==> src/rtl/multi_channel_synchronizer.sv <==
// rtl/multi_channel_synchronizer.sv - per-bit synchronizer chain with optional glitch filter and edge pulses
module multi_channel_synchronizer #(
  parameter int                 WIDTH       = 1,
  parameter int                 STAGES      = 3,
  parameter int                 FILTER_LEN  = 0,
  parameter logic [WIDTH-1:0]   RESET_VALUE = {WIDTH{1'b0}}
) (
  input  logic             CLK,
  input  logic             RESET,
  input  logic [WIDTH-1:0] IN,
  output logic [WIDTH-1:0] OUT,
  output logic [WIDTH-1:0] RISE,
  output logic [WIDTH-1:0] FALL
);

  // A single-flop "chain" gives no metastability protection at all.
  if (STAGES < 2) begin : g_bad_stages
    $error("multi_channel_synchronizer: STAGES must be at least 2");
  end

  // Stage 0 is the only flop allowed to go metastable; nothing but stage 1 reads it.
  (* ASYNC_REG = "TRUE" *) logic [STAGES-1:0][WIDTH-1:0] r_sync;
  logic [WIDTH-1:0] w_last;
  logic [WIDTH-1:0] r_out_prev;

  // Plain shift chain, no logic between stages so the tools keep the flops together.
  always_ff @(posedge CLK) begin
    if (RESET) begin
      r_sync <= {STAGES{RESET_VALUE}};
    end else begin
      r_sync <= {r_sync[STAGES-2:0], IN};
    end
  end

  assign w_last = r_sync[STAGES-1];

  if (FILTER_LEN == 0) begin : g_bypass
    assign OUT = w_last;
  end else begin : g_filter
    localparam int             CW      = $clog2(FILTER_LEN + 1);
    localparam logic [CW-1:0] CNT_MAX = CW'(FILTER_LEN - 1);

    logic [WIDTH-1:0] r_out;
    logic [CW-1:0]    r_cnt [WIDTH];

    // Accept a new level only after it disagrees with OUT for FILTER_LEN consecutive cycles.
    always_ff @(posedge CLK) begin
      if (RESET) begin
        r_out <= RESET_VALUE;
        for (int i = 0; i < WIDTH; i++) r_cnt[i] <= '0;
      end else begin
        for (int i = 0; i < WIDTH; i++) begin
          if (w_last[i] == r_out[i]) begin
            r_cnt[i] <= '0;
          end else if (r_cnt[i] == CNT_MAX) begin
            r_out[i] <= w_last[i];
            r_cnt[i] <= '0;
          end else begin
            r_cnt[i] <= r_cnt[i] + CW'(1);
          end
        end
      end
    end

    assign OUT = r_out;
  end

  // History of OUT for edge detection; loaded with the reset value so reset itself makes no edge.
  always_ff @(posedge CLK) begin
    if (RESET) begin
      r_out_prev <= RESET_VALUE;
    end else begin
      r_out_prev <= OUT;
    end
  end

  // Pulses are suppressed while reset is held, even if OUT still shows a pre-reset level.
  assign RISE = OUT  & ~r_out_prev & {WIDTH{~RESET}};
  assign FALL = ~OUT &  r_out_prev & {WIDTH{~RESET}};

endmodule

==> config.mk <==
export PLATFORM = sky130hd
export DESIGN_NAME = multi_channel_synchronizer
export DESIGN_NICKNAME = d
export VERILOG_FILES = /design/src/rtl/multi_channel_synchronizer.sv
export SDC_FILE = /design/constraint.sdc
export NUM_CORES = 1
export LEC_CHECK = 0
export CORE_AREA = 2 2 39 41
export CTS_BUF_LIST = sky130_fd_sc_hd__clkbuf_16
export DETAILED_ROUTE_END_ITERATION = 8
export DIE_AREA = 0 0 41 43
export GPL_ROUTABILITY_DRIVEN = 0
export HOLD_SLACK_MARGIN = 0.02
export PLACE_DENSITY = 0.3
export SLEW_MARGIN = 10
export SYNTH_ARGS = -nofsm -noshare
export SYNTH_HDL_FRONTEND = slang
export SYNTH_SLANG_ARGS = --single-unit
==> constraint.sdc <==
create_clock -name CLK -period 1.4 [get_ports CLK]
set_input_delay 0.35 -clock CLK [delete_from_list [all_inputs] [get_ports CLK]]
set_output_delay 0.35 -clock CLK [all_outputs]
set_load 0.01 [all_outputs]
==> summary.md <==
| Metric | Value |
|---|---|
| Hold WC Path Type | register to register |
| Root buffer cell | clkbuf_16 |
| Htree depth | 1 |
| Seq pwr share | 21.0% |
| CTS Buf Count | 3 |
| Crit path kind | input port to output pin |
| Layout cells sized above 1 | 36.84% |
| Relative slew margins | 90.97% |
| Reg-to-reg critical path startpoint | OUT |
| Clock slew at reported path FFs | 0.03 ns |
| Syn nets | 13 |
| Routed wire length | 228 um |
| Warnings from Yosys | 0 |
| Yosys top cell area share | 66.67% |
| Global-route wire length before repair | 400 um |
| Register area share after synthesis | 66.67% |
| CTS tree | yes |
| DP Area | 197.7 sq um |
| Die Wd | 41 um |
| Height of the die | 43 um |
| Type of origin of the critical path | input port |
| Fin worst setup slack | 0.1030 ns |
| Highest clock rate | 771.0 MHz |
| Drt wl/cell | 6.514 um |
| Tcrit/Tclk final | 92.64% |
| Area Growth Syn to Fin | 120.8% |
| Sw Pwr | 80.29 uW |
| Worst Hold Launch | r_sync[1] |
| WP data arrival | 0.95 ns |
| Sw Ratio | 14.02% |
| Power Internal | 492.6 uW |
| DR pass1 iterations | 2 |
| Clock network power share | 76.5% |
| DR DRC count | 0 |
| Dpl cells | 32 |
| CTS hold repair buffers | 0 |
| Flop2flop setup slack | 0.85 ns |
| Finished Layout Cells | 35 |
| Largest cells by area after synthesis | dfxtp_1, nor2b_1, nor3b_1 |
| Largest net degree at the start of global routing | 5 |
| Synth unique cells | 3 |
| ANT cells | 0 |
| Status | finished clean |
| RSZ-0062 raised after global routing | no |
| WL met1 | 93 um |
| Antenna Nets Post-Route | 0 |
| Logic pwr share | 2.5% |
| Total GRT Usage | 4.614% |
| Highest Signal Layer | met4 |
| Total clock sinks | 4 |
| Power per Cell Area | 2160 nW/um^2 |
| Critical Path End Type | output pin |
| Total gr overflow | 0 |
| DR WL met3 | 56 um |
| CP required | 1.05 ns |
| Endpoints failing setup | 0 |
| Max-Cap Viols | 0 |
| Crit path launch | RESET |
| Hold slack | 0.4290 ns |
| Ports | 6 |
| Netlist Area Pre-Place | 120.1 sq um |
| Tmin final | 1.297 ns |
| Fin Setup TNS | 0 ns |
| Pre-CTS setup slack | -0.5101 ns |
| Post-CTS Setup Repair Bufs | 0 |
| Yosys top cell by area | dfxtp_1 |
| Antenna violations before repair | 0 |
| Worst-case clock skew | 0.003063 ns |
| Fin util | 19.17% |
| Core area | 1384 sq um |
| Leakage | 0.1168 nW |
| Design Power | 572.9 uW |
| Vias in the first global route | 109 |
| Clock Path Buffers | 2 |
| Tightest Pin Transition | 0.1351 ns |
| Peak supply drop | 661.3 uV |
| Highest net fanout along the worst path | 3 |
| Fin. max-slew vios | 0 |
| Met2 wire length | 72 um |
| IO buf count | 5 |
| Die Footprint | 1763 sq um |
| Initial Utilization | 8.680% |
| Worst skew pair latency | 0.22 ns |
| Synth Register Bits | 4 |
| 1st-iter DRT viols | 1 |
| Nets | 24 |
| Finished layout cell area | 265.3 sq um |
| Final Hold Fails | 0 |
| Post-Syn Instances | 10 |
| Avg Inst Size Synth | 12.01 sq um |
| Detailed-route via count | 103 |
| Row Count | 14 |
| Vias per cell | 2.943 |
[power groups by stage]
stage | combinational, mW | clock [mW] | sequential (mW)
2_1_floorplan | 0.00378 | 0 | 0.122
3_3_place_gp | 0.0164 | 0 | 0.121
3_5_place_dp | 0.0165 | 0 | 0.122
4_1_cts | 0.0151 | 0.454 | 0.120
5_1_grt | 0.0164 | 0.460 | 0.121
6_report | 0.0145 | 0.438 | 0.120
[metal layers]
metal	global-route usage [%]	vias up
li1	-	51
met1	2.885	42
met2	4.063	8
met3	9.424	2
met4	4.000	0
met5	0	-
[repair_timing]
item                       in CTS  in global routing
resized for setup              10                  1
setup endpoints to repair       3                  1
pin swaps                       0                  0
[cell usage after synthesis]
cell type,number
dfxtp_1,4
nor2b_1,4
nor3b_1,2
[logic make-up after synthesis]
kind of cell	share of synthesized area, %
and+or+nand+nor	33.33
DFF	66.67
[area by class of cell]
cell class                      instances  area, sq um
Tap cell                               16        20.02
Clock buffer                            3        75.07
Timing Repair Buffer                    6        45.04
Multi-Input combinational cell          6        45.04
Sequential cell                         4        80.08
Fill cell                             150         1119
[path summary, 6_finish.rpt]
| path | to | cells past startpoint |
|---|---|---|
| hold reg to reg | OUT | 1 |
| setup / recovery | FALL | 3 |
| hold / removal | OUT | 1 |
| setup reg to reg | r_out_prev | 1 |
[worst max-delay path, cell delays in order]
cell           delay (ns)
dlygate4sd2_1        0.26
nor3b_1              0.18
buf_2                0.16
[state kept, by name, summed over array words and instances, names as in the netlist]
register and count:
r_sync 2, OUT 1, r_out_prev 1
[layout by cell type, fill, tap and decap left out]
cell type	synthesis	routed
buf_2	0	2
buf_4	0	1
clkbuf_16	0	3
clkdlybuf4s50_1	0	1
dfxtp_1	4	4
dlygate4sd2_1	0	2
nor2b_1	4	4
nor3b_1	2	1
nor3b_2	0	1
(Power assumes the default switching activity.)
